File: config.mk
export PLATFORM = sky130hd
export DESIGN_NAME = music_sequencer
export DESIGN_NICKNAME = d
export VERILOG_FILES = /design/src/rtl/music_sequencer.sv
export SDC_FILE = /design/constraint.sdc
export NUM_CORES = 1
export LEC_CHECK = 0
export CAP_MARGIN = 25
export CORE_ASPECT_RATIO = 0.75
export CORE_UTILIZATION = 30
export CTS_CLUSTER_DIAMETER = 40
export DETAILED_ROUTE_END_ITERATION = 8
export GPL_TIMING_DRIVEN = 0
export PLACE_DENSITY = 0.52
export SLEW_MARGIN = 20
export SYNTH_ARGS = -nofsm -noshare
export SYNTH_HDL_FRONTEND = slang
export SYNTH_SLANG_ARGS = --single-unit
File: constraint.sdc
create_clock -name clk -period 4.8 [get_ports clk]
set_input_delay 0.48 -clock clk [delete_from_list [all_inputs] [get_ports clk]]
set_output_delay 0.48 -clock clk [all_outputs]
set_load 0.005 [all_outputs]
File: src/rtl/music_sequencer.sv
`timescale 1ns/1ps
// music_sequencer: play/pause, next/prev song select, beat generation and song-ROM stepping.
// Latency: play_button to first new_note is 3 cycles; 2-cycle FETCH/LOAD gap between notes.
// Optional feature macro SEQ_REPEAT_EN: when defined, repeat_switch restarts the song at its end.
module music_sequencer #(
  parameter int NUM_SONGS   = 4,
  parameter int SONG_ADDR_W = 5,
  parameter int NOTE_W      = 6,
  parameter int DUR_W       = 6,
  parameter int BEAT_COUNT  = 1000,
  parameter int BEAT_CNT_W  = 10,
  localparam int SONG_W     = $clog2(NUM_SONGS)
) (
  input  logic                          clk,
  input  logic                          reset,
  input  logic                          play_button,
  input  logic                          next_button,
  input  logic                          prev_button,
  input  logic                          ff_switch,
  input  logic                          rw_switch,
  input  logic                          repeat_switch,
  input  logic                          generate_next_sample,
  output logic [SONG_W+SONG_ADDR_W-1:0] rom_addr,
  input  logic [NOTE_W+DUR_W-1:0]       rom_data,
  output logic [NOTE_W-1:0]             note,
  output logic                          new_note,
  output logic                          note_active,
  output logic                          beat,
  output logic                          play,
  output logic [SONG_W-1:0]             current_song,
  output logic                          song_done
);

  typedef enum logic [2:0] {
    S_IDLE,
    S_FETCH,
    S_LOAD,
    S_SOUND,
    S_PAUSE,
    S_END
  } state_t;

  state_t                  r_state, w_state_nxt;
  logic                    r_play, w_play_nxt;
  logic [SONG_W-1:0]       r_song, w_song_nxt, w_song_inc, w_song_dec;
  logic [SONG_ADDR_W-1:0]  r_idx, w_idx_nxt;
  logic [NOTE_W-1:0]       r_note, w_note_nxt;
  logic [DUR_W-1:0]        r_rem, w_rem_nxt;
  logic [BEAT_CNT_W-1:0]   r_cnt, w_cnt_nxt, w_term;
  logic                    r_beat, w_beat_nxt;
  logic                    r_new_note, w_new_note_nxt;
  logic                    r_done, w_done_nxt;
  logic [NOTE_W-1:0]       w_rom_note;
  logic [DUR_W-1:0]        w_rom_dur;
  logic                    w_repeat;

  assign w_rom_note = rom_data[NOTE_W+DUR_W-1:DUR_W];
  assign w_rom_dur  = rom_data[DUR_W-1:0];

  // Song index wraps in both directions over NUM_SONGS entries.
  assign w_song_inc = (r_song == SONG_W'(NUM_SONGS - 1)) ? '0 : r_song + 1'b1;
  assign w_song_dec = (r_song == '0) ? SONG_W'(NUM_SONGS - 1) : r_song - 1'b1;

  // Fast-forward halves the beat period; the compare uses >= so a switch to a
  // shorter period with the counter already past it wraps on the next strobe.
  assign w_term = ff_switch ? BEAT_CNT_W'((BEAT_COUNT >> 1) - 1) : BEAT_CNT_W'(BEAT_COUNT - 1);

`ifdef SEQ_REPEAT_EN
  assign w_repeat = repeat_switch;
`else
  logic w_unused_repeat;
  assign w_unused_repeat = repeat_switch;
  assign w_repeat        = 1'b0;
`endif

  // Next-state and next-value logic; song buttons override everything at the end.
  always_comb begin
    w_state_nxt    = r_state;
    w_play_nxt     = r_play;
    w_song_nxt     = r_song;
    w_idx_nxt      = r_idx;
    w_note_nxt     = r_note;
    w_rem_nxt      = r_rem;
    w_cnt_nxt      = r_cnt;
    w_beat_nxt     = 1'b0;
    w_new_note_nxt = 1'b0;
    w_done_nxt     = 1'b0;

    case (r_state)
      S_IDLE: begin
        if (play_button) begin
          w_state_nxt = S_FETCH;
          w_play_nxt  = 1'b1;
        end
      end
      S_FETCH: begin
        w_state_nxt = S_LOAD;
      end
      S_LOAD: begin
        if (w_rom_dur == '0) begin
          w_state_nxt = S_END;
          w_done_nxt  = 1'b1;
        end else begin
          w_note_nxt     = w_rom_note;
          w_rem_nxt      = w_rom_dur;
          w_cnt_nxt      = '0;
          w_new_note_nxt = 1'b1;
          w_state_nxt    = S_SOUND;
        end
      end
      S_SOUND: begin
        if (play_button) begin
          w_state_nxt = S_PAUSE;
          w_play_nxt  = 1'b0;
        end else if (generate_next_sample) begin
          if (r_cnt >= w_term) begin
            w_cnt_nxt  = '0;
            w_beat_nxt = 1'b1;
            w_rem_nxt  = r_rem - 1'b1;
            if (r_rem == DUR_W'(1)) begin
              if (rw_switch) begin
                if (r_idx == '0) begin
                  w_state_nxt = S_END;
                  w_done_nxt  = 1'b1;
                end else begin
                  w_idx_nxt   = r_idx - 1'b1;
                  w_state_nxt = S_FETCH;
                end
              end else begin
                if (&r_idx) begin
                  w_state_nxt = S_END;
                  w_done_nxt  = 1'b1;
                end else begin
                  w_idx_nxt   = r_idx + 1'b1;
                  w_state_nxt = S_FETCH;
                end
              end
            end
          end else begin
            w_cnt_nxt = r_cnt + 1'b1;
          end
        end
      end
      S_PAUSE: begin
        if (play_button) begin
          w_state_nxt = S_SOUND;
          w_play_nxt  = 1'b1;
        end
      end
      S_END: begin
        w_idx_nxt = '0;
        if (w_repeat) begin
          w_state_nxt = S_FETCH;
        end else begin
          w_play_nxt  = 1'b0;
          w_song_nxt  = w_song_inc;
          w_state_nxt = S_IDLE;
        end
      end
      default: begin
        w_state_nxt = S_IDLE;
      end
    endcase

    if (next_button || prev_button) begin
      w_state_nxt    = S_IDLE;
      w_play_nxt     = 1'b0;
      w_idx_nxt      = '0;
      w_cnt_nxt      = '0;
      w_beat_nxt     = 1'b0;
      w_new_note_nxt = 1'b0;
      w_done_nxt     = 1'b0;
      w_song_nxt     = next_button ? w_song_inc : w_song_dec;
    end
  end

  // State register.
  always_ff @(posedge clk or negedge reset) begin
    if (!reset) begin
      r_state <= S_IDLE;
    end else begin
      r_state <= w_state_nxt;
    end
  end

  // Datapath registers: song/index, note, counters and one-cycle pulses.
  always_ff @(posedge clk or negedge reset) begin
    if (!reset) begin
      r_play     <= 1'b0;
      r_song     <= '0;
      r_idx      <= '0;
      r_note     <= '0;
      r_rem      <= '0;
      r_cnt      <= '0;
      r_beat     <= 1'b0;
      r_new_note <= 1'b0;
      r_done     <= 1'b0;
    end else begin
      r_play     <= w_play_nxt;
      r_song     <= w_song_nxt;
      r_idx      <= w_idx_nxt;
      r_note     <= w_note_nxt;
      r_rem      <= w_rem_nxt;
      r_cnt      <= w_cnt_nxt;
      r_beat     <= w_beat_nxt;
      r_new_note <= w_new_note_nxt;
      r_done     <= w_done_nxt;
    end
  end

  assign rom_addr     = {r_song, r_idx};
  assign note         = r_note;
  assign new_note     = r_new_note;
  assign note_active  = (r_state == S_SOUND);
  assign beat         = r_beat;
  assign play         = r_play;
  assign current_song = r_song;
  assign song_done    = r_done;

endmodule

==> results of run 1 <==
==> per-stage QoR <==
step                      utilization, %  total power, µW
after global placement              38.1              602
final                               39.5              831
after detailed placement            38.3              608
after CTS                           39.5              845
after global routing                39.5              889
after floorplan                        -              488
==> cell usage in the layout (no fill, tap or decap), drive strengths merged, types with 2 or more instances in the layout <==
master,netlist,routed
xnor2,2,2
clkinv,0,2
ha,10,10
dfrtp,36,36
clkdlybuf4s50,0,38
a21oi,12,12
mux2i,2,2
nor3,5,5
and2,2,2
nand2b,5,5
inv,8,8
nor4,3,3
o22a,3,3
nor2,24,24
or2,2,2
nor3b,3,3
o31a,2,2
a31oi,3,3
mux2,10,10
clkbuf,3,9
nor2b,9,9
a211oi,4,4
a211o,2,2
a22oi,2,2
o22ai,3,3
a221o,2,2
nand2,18,18
a21o,3,3
o21ai,9,9
and3,7,7
o2bb2ai,3,3
a221oi,2,2
or3,2,2
and3b,3,3
nand3,5,5
o31ai,2,2
a22o,5,5
buf,5,7
==> state kept, by name, indices dropped and copies added, names as in the netlist <==
| signal | cells |
|---|---|
| r_cnt | 10 |
| note | 6 |
| r_rem | 6 |
| r_idx | 5 |
| r_state | 3 |
| current_song | 2 |
| beat | 1 |
| new_note | 1 |
| play | 1 |
| song_done | 1 |
==> final cells by class <==
| class | instances | share of cell area [%] |
|---|---|---|
| multi-input combinational | 182 | 45.3 |
| buffer | 8 | 1.58 |
| clock inverter | 2 | 0.342 |
| timing repair buffer | 40 | 13.9 |
| clock buffer | 6 | 2.82 |
| tap | 101 | 4.32 |
| sequential | 36 | 30.8 |
| inverter | 8 | 1.03 |
==> logic make-up after synthesis <==
family / count (synthesis)
DFF: 36
AOI/OAI and AO/OA: 65
buffers and inverters: 16
xor gates and xnor gates: 3
muxes: 12
adders and majority gates: 11
and+or+nand+nor: 91
==> per-layer routing <==
layer  up-vias  part of all wire (%)
met1       951                    53
met3         7                   4.8
met2        56                    41
met4         0                  0.89
met5         -                     0
li1        958                     -
==> how the worst max path moves through the flow <==
stage	end	startpoint	cells past startpoint	slack (ps)
CTS	r_idx[3]	ff_switch	7	2240
global route	r_idx[0]	ff_switch	7	2160
floorplan	r_idx[0]	ff_switch	6	2620
detailed placement	r_idx[3]	ff_switch	7	1930
finish	r_idx[3]	ff_switch	7	2250
global placement	r_idx[3]	ff_switch	7	1940
==> power groups by stage <==
stage                     clock network [µW]  logic, µW  registers [µW]
after detailed placement                   0        225             383
final                                    231        223             378
after floorplan                            0        110             378
after global routing                     253        251             385
after CTS                                241        227             377
after global placement                     0        221             381
==> flow_metrics.py, run 1 <==
metrics = {
    "logic_synthesis": {
        "synth_ff_type": "dfrtp_1",
        "yosysMostFrequentCell": "dfrtp_1",
        "synth_fp_nets": 266,
        "synth-compound-area-share_pct": 22.3,
        "yosys-top-cells-count": "dfrtp_1 (36), nor2_1 (23), nand2_1 (18)",
        "synthCells": 234,
        "synth_cell_types": 60,
        "syn_area_um2": 2300,
        "yosys.area.top_type": "dfrtp_1",
        "synth.area.top_cells": "dfrtp_1 (39%), ha_1 (5.4%), mux2_2 (4.9%)",
        "synth-seq-cells": 36,
        "synth_edf_count": 0,
        "yosys.area_share.simple_pct": 22.0,
        "synthXorXnorAreaFrac_pct": 1.14,
        "synth.avg_cell_area_um2": 9.83,
        "synthArstFlopShare_pct": 100,
        "ys_seq_area_share_pct": 39.2,
        "synthMuxAreaShare_pct": 5.76,
        "yosysTopAreaCellShare_pct": 39.2,
        "synth_fa_ha_area_share_pct": 6.31,
        "synth_top_family_by_area": "compound AO/OA/AOI/OAI gates",
        "yosysWarningCount": 0,
    },
    "detailed_routing": {
        "wl_per_cell_um": 14.2,
        "ant_nets": 0,
        "drc": 0,
        "first_pass_iters": 4,
        "routed_wl_um": 5420,
        "detailedRoute.firstIterationViolations": 69,
        "vias_per_cell": 5.15,
        "num_vias": 1972,
    },
    "clocking": {
        "ctsRootBufferMaster": "clkbuf_8",
        "clk_pin_slew_ps": 80,
        "clock_sink_count": 36,
        "cts_repair_resize_count": 0,
        "clock_latency_ps": 290,
        "cts_setup_buffers": 0,
        "cts.hold.buffers_added": 0,
        "cts_buffer_depth": 2,
        "numCtsBuffers": 5,
        "cts_tree": "yes",
        "h-tree-depth": 2,
    },
    "worst_setup_path": {
        "path_class": "in -> reg",
        "crit_path_max_fanout": 5,
        "slowest_delay_ps": 490,
        "crit_family": "compound AO/OA/AOI/OAI gates",
        "required_ps": 4980,
        "ff2ff_path_depth": 6,
        "start_kind": "input pin",
        "worst_r2r_endpoint": "r_idx[3]",
        "path_buf_inv": 1,
        "arrival_ps": 2730,
        "path_cells": "clkdlybuf4s50_1, ha_1, a211o_1, a211oi_4, nor3b_4, o22ai_4, mux2_2",
        "cp_slowest_cell": "clkdlybuf4s50_1",
        "rrSetupSlack_ps": 2560,
        "cp-end-kind": "register",
        "r2r_start": "r_cnt[0]",
    },
    "sta": {
        "finalSetupTns_ps": 0,
        "max_freq_mhz": 392,
        "setup_slack_ps": 2250,
        "fin_crit_sh_pct": 53.1,
        "slew_viol_final": 0,
        "finalHoldViolations": 0,
        "finClkSkew_ps": 7.62,
        "tightest_slew_ps": 743,
        "holdWs_ps": 27.4,
        "fin_crit_ps": 2550,
        "rsz0062_at_grt": "false",
        "slew_headroom_pct": 50.3,
        "setup_viol": 0,
    },
    "global_routing": {
        "grt.busiest_layer": "met1",
        "grt_use_met1_pct": 22.0,
        "grt_max_degree": 30,
        "overflow": 0,
        "gr-usage-met2_pct": 21.3,
        "grt_pass1_vias": 1868,
        "antenna_found_initial": 0,
        "grt_pass1_wl_um": 9270,
        "grt_use_total_pct": 14.9,
        "use_met3_pct": 3.69,
    },
    "die": {
        "io-pin-count": 41,
        "fp.coreArea_um2": 7400,
        "dieArea_um2": 8030,
        "rows": 27,
        "die_x_um": 103,
        "initial_core_util_pct": 31.1,
        "die_h_um": 77.8,
    },
    "pwr": {
        "power_frac_seq_pct": 45.4,
        "intPower_uw": 591,
        "clkPwrFrac_pct": 27.8,
        "p_switching_uw": 240,
        "power.density_nw_per_um2": 284,
        "swShare_pct": 28.9,
        "ir_worst_vdd_uv": 101,
        "leakage_uw": 0.00133,
        "comb_power_share_pct": 26.8,
    },
    "finish": {
        "diodes": 0,
        "nets": 313,
        "multi_input_area_um2": 1320,
        "final_cells": 383,
        "layout-drive-gt1-share_pct": 13.1,
        "finish.instance_area_um2": 2930,
        "nFillCells": 721,
        "seq_area_um2": 901,
        "syn_to_final_growth_pct": 27.1,
    },
    "place": {
        "place.detailed.hpwl_um": 4000,
        "place_congestion": 0.731,
        "dp_cells": 375,
        "dpl_cell_area_um2": 2830,
        "io_buffers": 39,
        "dp_slack_ps": 1930,
    },
    "job": {
        "cap_violations": 0,
    },
    "status": {
        "outcome": "finished clean",
    },
    "hold_path": {
        "worstHoldPathType": "in -> async",
    },
}
No activity file was read; power rests on OpenSTA's default activity.
==> run 2: changes to the inputs <==
--- a/config.mk
+++ b/config.mk
@@ -11,7 +11,7 @@
 export CTS_CLUSTER_DIAMETER = 40
 export DETAILED_ROUTE_END_ITERATION = 8
 export GPL_TIMING_DRIVEN = 0
-export PLACE_DENSITY = 0.52
+export PLACE_DENSITY = 0.54
 export SLEW_MARGIN = 20
 export SYNTH_ARGS = -nofsm -noshare
 export SYNTH_HDL_FRONTEND = slang
==> constraint.sdc (replaced) <==
create_clock -name clk -period 2.14 [get_ports clk]
set_input_delay 0.214 -clock clk [delete_from_list [all_inputs] [get_ports clk]]
set_output_delay 0.214 -clock clk [all_outputs]
set_load 0.005 [all_outputs]
==> run 2 against run 1 <==
Against the previous run: combinational power is 130% higher; worst setup slack lost 2200 ps; final cell count up 1.6%; clock power grew 120%; largest power group unchanged; highest routed layer unchanged.
==> flow_metrics.py, run 2 (same netlist as run 1, synthesis figures left out) <==
metrics = {
    "clocking": {
        "clk_pin_slew_ps": 80,
        "cts_buffer_depth": 2,
        "ctsRootBufferMaster": "clkbuf_8",
        "cts_tree": "yes",
        "clock_latency_ps": 290,
        "clock_sink_count": 36,
        "h-tree-depth": 2,
        "numCtsBuffers": 5,
    },
    "detailed_routing": {
        "detailedRoute.firstIterationViolations": 69,
        "ant_nets": 0,
        "wl_per_cell_um": 13.4,
        "drc": 0,
        "vias_per_cell": 5.11,
        "first_pass_iters": 4,
        "num_vias": 1987,
        "routed_wl_um": 5220,
    },
    "worst_setup_path": {
        "start_kind": "register",
        "cp-startpoint": "r_cnt[2]",
        "crit_end": "r_idx[2]",
        "path_class": "reg -> reg",
        "ff2ff_path_depth": 6,
        "arrival_ps": 2280,
        "rrSetupSlack_ps": 30,
        "required_ps": 2310,
        "slowest_delay_ps": 390,
        "crit_family": "compound AO/OA/AOI/OAI gates",
        "worst_r2r_endpoint": "r_idx[2]",
        "cp_slowest_cell": "dfrtp_1",
        "r2r_start": "r_cnt[2]",
        "crit_path_max_fanout": 4,
        "path_buf_inv": 0,
        "path_cells": "ha_1, a211o_1, a211oi_4, nor3b_4, o22ai_4, mux2_4",
        "cp.depth": 6,
        "cp-end-kind": "register",
    },
    "finish": {
        "layout_common_cells": "clkdlybuf4s50_1 (37), dfrtp_1 (36), nor2_1 (21)",
        "diodes": 0,
        "nets": 319,
        "final_common_cell": "clkdlybuf4s50_1",
        "largest_register_ffs": 10,
        "layout-drive-gt1-share_pct": 15.6,
        "nFillCells": 712,
        "regMostFlops": "r_cnt",
        "syn_to_final_growth_pct": 30.7,
    },
    "pwr": {
        "power.density_nw_per_um2": 615,
        "ir_worst_vdd_uv": 284,
        "leakage_uw": 0.00136,
    },
    "place": {
        "dp_slack_ps": -445,
        "place.detailed.hpwl_um": 3880,
        "place_congestion": 0.742,
        "io_buffers": 39,
    },
    "die": {
        "die_h_um": 77.8,
        "dieArea_um2": 8030,
        "fp.coreArea_um2": 7400,
        "rows": 27,
        "io-pin-count": 41,
        "initial_core_util_pct": 31.1,
        "die_x_um": 103,
    },
    "sta": {
        "max_freq_mhz": 473,
        "finalHoldViolations": 0,
        "holdWs_ps": 331,
        "rsz0062_at_grt": "true",
        "finalSetupTns_ps": 0,
        "slew_viol_final": 0,
        "slew_headroom_pct": 61.9,
        "tightest_slew_ps": 569,
        "finClkSkew_ps": 8.79,
        "fin_crit_sh_pct": 98.7,
        "setup_slack_ps": 27.8,
        "fin_crit_ps": 2110,
        "setup_viol": 0,
    },
    "job": {
        "cap_violations": 0,
    },
    "hold_path": {
        "worstHoldPathType": "in -> async",
    },
    "global_routing": {
        "grt_pass1_wl_um": 8890,
        "grt_use_total_pct": 14.1,
        "grt_pass1_vias": 1843,
        "antenna_found_initial": 0,
        "overflow": 0,
        "grt_max_degree": 27,
    },
    "status": {
        "outcome": "finished clean",
    },
}
==> run 2: cell types whose count changed in the layout (fill, tap and decap cells not counted), moves of 2 or more <==
cell,change
mux2_4,+4
nor2_1,-2
clkbuf_1,+2
mux2_2,-4
buf_4,+4
clkinv_2,-2
==> run 2: through the flow <==
| stage | power [µW] | cell area (µm²) | cells | util [%] |
|---|---|---|---|---|
| floorplan | 1100 | 2300 | 234 | - |
| global placement | 1350 | 2820 | 374 | 38.1 |
| detailed placement | 1360 | 2830 | 375 | 38.3 |
| CTS | 1870 | 2950 | 386 | 39.9 |
| global route | 1980 | 3010 | 389 | 40.7 |
| finish | 1850 | 3010 | 389 | 40.7 |
==> run 2: worst register-to-register path, delay by kind of cell, from the launching register on <==
family,cells,cell delay [ps]
fa+ha+maj,1,270
flops,1,390
compound gates,3,910
mux,1,330
simple gates,1,90
==> run 2: area by class of cell <==
cell class	count	area (µm²)	area share, %
buffer	8	46.3	1.54
clock buffer	8	90.1	3.00
inverter	8	30.0	0.998
multi-input combinational	182	1360	45.2
sequential	36	901	30.0
tap	101	126	4.20
timing repair buffer	46	455	15.1
==> run 2: what timing repair did <==
| action | CTS | global route |
|---|---|---|
| pin swaps | 2 | 7 |
| buffers inserted | 2 | 3 |
| endpoints found under the hold margin | 10 | 0 |
| setup endpoints to repair | 7 | 23 |
| hold buffers | 1 | 0 |
| resized for setup | 2 | 10 |
==> run 2: per-layer routing <==
layer	up-vias	GRT usage, %	share of wire (%)
met4	0	2.68	0.80
met3	6	3.42	5.3
met1	961	21.3	50
li1	964	-	-
met2	56	20.1	44
met5	-	0	0
==> run 2: how the worst min path moves through the flow <==
stage | from | endpoint | cells after the start
2_1_floorplan | reset | beat | 0
3_3_place_gp | r_cnt[9] | r_cnt[9] | 1
3_5_place_dp | reset | r_idx[0] | 1
4_1_cts | reset | new_note | 2
5_1_grt | reset | new_note | 2
6_report | reset | new_note | 2
==> run 2: power by group <==
| group | internal, µW | switching [µW] |
|---|---|---|
| Clock | 263 | 237 |
| Combinational | 309 | 197 |
| Sequential | 766 | 78.5 |
